File: config.mk
export PLATFORM = sky130hd
export DESIGN_NAME = shift_sequencer
export DESIGN_NICKNAME = d
export VERILOG_FILES = /design/src/rtl/shift_sequencer.sv
export SDC_FILE = /design/constraint.sdc
export NUM_CORES = 1
export LEC_CHECK = 0
export ABC_AREA = 1
export CORE_AREA = 2 2 39 41
export CTS_BUF_LIST = sky130_fd_sc_hd__clkbuf_8
export DETAILED_ROUTE_END_ITERATION = 8
export DIE_AREA = 0 0 41 43
export PLACE_DENSITY = 0.89
export RECOVER_POWER = 50
export SYNTH_ARGS = -nofsm -noshare
export SYNTH_HDL_FRONTEND = slang
export SYNTH_SLANG_ARGS = --single-unit
File: constraint.sdc
create_clock -name clock -period 2.9 [get_ports clock]
set_input_delay 0.58 -clock clock [delete_from_list [all_inputs] [get_ports clock]]
set_output_delay 0.58 -clock clock [all_outputs]
set_load 0.01 [all_outputs]
File: src/rtl/shift_sequencer.sv
// Parallel-to-serial transmit controller for an external logical shift register.
// Loads a captured word, issues WIDTH shift pulses, and qualifies the register's shift_out.
module shift_sequencer #(
  parameter int WIDTH = 4
) (
  input  logic             clock,
  input  logic             reset,
  input  logic             start,
  input  logic             dir_left,
  input  logic             fill_bit,
  input  logic             abort,
  input  logic [WIDTH-1:0] data_in,
  input  logic             sr_shift_out,
  output logic             sr_clear,
  output logic             sr_load,
  output logic             sr_shift_left,
  output logic             sr_shift_right,
  output logic             sr_shift_in,
  output logic [WIDTH-1:0] sr_d,
  output logic             serial_out,
  output logic             serial_valid,
  output logic             busy,
  output logic             done
);

  localparam int CW = $clog2(WIDTH + 1);
  localparam logic [CW-1:0] LAST_CNT = CW'(WIDTH - 1);

  typedef enum logic [1:0] {
    IDLE  = 2'd0,
    LOAD  = 2'd1,
    SHIFT = 2'd2,
    DONE  = 2'd3
  } state_t;

  state_t           state_q, state_d;
  logic [WIDTH-1:0] word_q, word_d;
  logic             dir_q, dir_d;
  logic             fill_q, fill_d;
  logic [CW-1:0]    cnt_q, cnt_d;

  always_ff @(posedge clock) begin
    if (!reset) begin
      state_q <= IDLE;
      word_q  <= '0;
      dir_q   <= 1'b0;
      fill_q  <= 1'b0;
      cnt_q   <= '0;
    end else begin
      state_q <= state_d;
      word_q  <= word_d;
      dir_q   <= dir_d;
      fill_q  <= fill_d;
      cnt_q   <= cnt_d;
    end
  end

  always_comb begin
    state_d = state_q;
    word_d  = word_q;
    dir_d   = dir_q;
    fill_d  = fill_q;
    cnt_d   = cnt_q;
    case (state_q)
      IDLE, DONE: begin
        // DONE also accepts start so consecutive words run with no idle gap
        if (start) begin
          word_d  = data_in;
          dir_d   = dir_left;
          fill_d  = fill_bit;
          state_d = LOAD;
        end else begin
          state_d = IDLE;
        end
      end
      LOAD: begin
        cnt_d   = '0;
        state_d = abort ? IDLE : SHIFT;
      end
      SHIFT: begin
        if (abort) begin
          state_d = IDLE;
        end else begin
          cnt_d = cnt_q + CW'(1);
          if (cnt_q == LAST_CNT) state_d = DONE;
        end
      end
      default: state_d = IDLE;
    endcase
  end

  logic active;
  logic killed;

  always_comb begin
    active         = (state_q == LOAD) || (state_q == SHIFT);
    killed         = active && abort;
    sr_clear       = killed;
    sr_load        = (state_q == LOAD) && !abort;
    sr_shift_left  = (state_q == SHIFT) && !abort && dir_q;
    sr_shift_right = (state_q == SHIFT) && !abort && !dir_q;
    sr_shift_in    = fill_q;
    sr_d           = word_q;
    serial_valid   = (state_q == SHIFT) && !abort;
    serial_out     = serial_valid & sr_shift_out;
    busy           = active;
    done           = (state_q == DONE);
  end

endmodule

==> impl_results.md <==
- Number of global-route vias before repair: 566
- Critical Path Start: abort
- Boundary Pins: 24
- Routed wire length: roughly 1300 um
- # diodes: 0
- Routed len/inst: roughly 11 um
- Die height: 43 um
- Drt drc: 0
- GP Congestion: between 0.6 and 0.7
- Via count: 582
- Starting DRC count in detailed routing: 8
- Quantity of gates resized following cts: 0
- Worst hold path type: reg -> reg
- First-pass GRT wire length: roughly 2100 um
- Pre-CTS setup slack: ~0.42 ns
- Initial DRT Pass Iterations: 4
- Hold Fails Final Rpt: 0
- Post-layout minimum cycle time: about 2.7 ns
- Synth Instances: 80
- CP peak stage delay: around 0.60 ns
- Worst-path clk slew: 0.05 ns
- Cts-stage hold buffer count: 0
- Outcome: finished, final reports clean
- IO Port Bufs: 23
- Mapped Area: 564.3 um^2
- H-tree depth: 1
- Setup ws final: between 0.2 and 0.25 ns
- Warning count from the yosys run: 0
- Fmax: roughly 370 MHz
- Seq/Total Area, Yosys: about two fifths
- Post-route ant nets: 0
- Fillcell total: approximately 120
- Post-synth top area share: ~39%
- Setup Fix Bufs, Post-CTS: 0
- Req. time, crit path: 2.32 ns
- CTS Sinks: 11
- Crit path max-delay family: buffers and inverters
- Syn_nets: 97
- Clock Latency Late Sink: roughly 0.24 ns
- Reg2reg start: state_q[0]$_SDFFE_PN0P_
- Die Area: ~1800 um^2
- Critical Path Fanout Max: 5
- Global Route Usage Sum: roughly a fifth
- Synth-to-layout area growth: 51.00%
- Setup TNS Final: 0 ns
- Row cnt: 14
- Worst Path Class, Setup: in -> out
- RSZ-0062 raised after global routing: false
- Static leakage: 0.3929 nW
- Final period util: between 90 and 100%
- Initial Util: approximately 41%
- CP arrival: roughly 2.1 ns
- Final setup fails: 0
- Distinct cells, synth: 15
- Die X-Extent: 41 um
- Buf+Inv Stages, Crit Path: 3
- Vias/cell: between 4 and 5
- CTS tree: done
- Root Buffer: clkbuf_8
- Power Dens Cells: roughly 450 nW/um^2
- Worst Tran Pin Value: roughly 0.3 ns
- Maximum vdd ir drop: between 0.0003 and 0.0004 V
- DP Wirelength: around 1000 um
- CTS buffer count: 3
- Max-cap viol count: 0
- Total global routing overflow: 0
- Max Slew Vio Count: 0
- Largest area contributor in the netlist: dfxtp_1
- Synth area leaders: dfxtp_1 (39%), nor2_1 (15%), ha_1 (13%)
- Final Skew: 0.0004933 ns
- CTS max path bufs: 2
- Synthesis-stage register bit count: 11
- Worst Hold Launch: dir_q$_SDFFE_PN0P_
- Slew HR: approximately 80%
- Pin count of the biggest net entering global routing: 11
- Crit-path cells: dlygate4sd3_1 -> inv_1 -> nand2_2 -> nor2_1 -> clkdlybuf4s50_1
- Share of layout cells above drive strength 1: under 10%
- Startpoint Class: primary input
- Syn Area/Cell: between 7 and 8 um^2
- Core Util, Final: between 60% and 70%
- Fin nets: ~120
- Highest-delay cell along the critical path: dlygate4sd3_1
- Antenna violations before repair: 0
- CP Capture Type: primary output
- Core Area: around 1400 um^2
[final cells by class]
type,instances,area (um^2),share of cell area [%]
multi-input cells,54,282.8,33.19
clock inverters,1,3.754,0.4405
clock buffers,3,41.29,4.846
inverters,14,53.80,6.314
well taps,16,20.02,2.349
repair buffers,23,230.2,27.02
flip-flops and latches,11,220.2,25.84
[synthesized netlist by cell type]
cell / n
a21boi_0: 1
nand3_1: 4
nor3_1: 1
nand2_2: 2
clkinv_2: 1
dfxtp_1: 11
a21oi_1: 3
clkbuf_2: 1
nand2_1: 7
o21ai_0: 7
inv_1: 12
inv_2: 1
nor2_2: 1
ha_1: 6
nor2_1: 22
[through the flow]
stage	hold slack, ns	instance area (um^2)	total power [mW]	instances
2_1_floorplan	0.4445	564.3	0.1952	80
3_3_place_gp	0.4626	809.5	0.2293	118
3_5_place_dp	0.4703	809.5	0.2312	118
4_1_cts	0.4770	854.6	0.3831	122
5_1_grt	0.5090	852.1	0.3946	122
6_report	0.4772	852.1	0.3793	122
[placed cells by master, fill, tap and decap left out]
cell	netlist	routed
nor2_2	1	1
nand3_1	4	4
clkbuf_8	0	3
clkinvlp_2	0	1
dfxtp_1	11	11
o21ai_0	7	7
clkdlybuf4s50_1	0	21
ha_1	6	6
a21boi_0	1	1
nand2_1	7	8
inv_1	12	14
dlygate4sd3_1	0	2
nor2_1	22	22
a21oi_1	3	3
nor3_1	1	1
nand2_2	2	1
[worst reg2reg max path, cell delays in order, from the launching register on]
cell,delay (ns)
dfxtp_1,0.36
inv_1,0.09
ha_1,0.37
nand2_1,0.22
clkinvlp_2,0.28
nor2_1,0.16
nor2_1,0.06
[state kept, by name (all words and copies together) (netlist names)]
signal       count
cnt_q            3
sr_shift_in      1
dir_q            1
sr_d             4
state_q          2
[path summary, 6_finish.rpt]
check	cells past startpoint	slack (ns)	endpoint
setup / recovery	5	0.23	sr_shift_right
hold / removal	2	0.48	dir_q$_SDFFE_PN0P_
setup reg to reg	6	1.26	sr_d[3]$_SDFFE_PN0P_
hold reg to reg	2	0.48	dir_q$_SDFFE_PN0P_
[power breakdown]
group          switching [mW]  internal (mW)  total, mW
Clock                  0.0592         0.0931      0.152
Combinational          0.0286         0.0336     0.0622
Sequential            0.00471          0.160      0.165
Total                  0.0925          0.287      0.379
[routing by layer]
| metal | wire [um] | track usage (%) | up-vias |
|---|---|---|---|
| li1 | - | - | 297 |
| met3 | 91 | 5.759 | 5 |
| met5 | 0 | 0 | - |
| met2 | 616 | 28.75 | 25 |
| met4 | 50 | 16.00 | 0 |
| met1 | 530 | 19.74 | 255 |
[kinds of logic (layout without fill, tap and decap cells)]
kind of cell / count (synthesis) / count (layout) / synth area share [%]
flops: 11 / 11 / 39.02
compound gates: 11 / 11 / 10.20
buf+inv: 15 / 41 / 10.42
simple gates: 37 / 37 / 27.05
fa+ha+maj: 6 / 6 / 13.30
No activity file was read; power rests on OpenSTA's default activity.
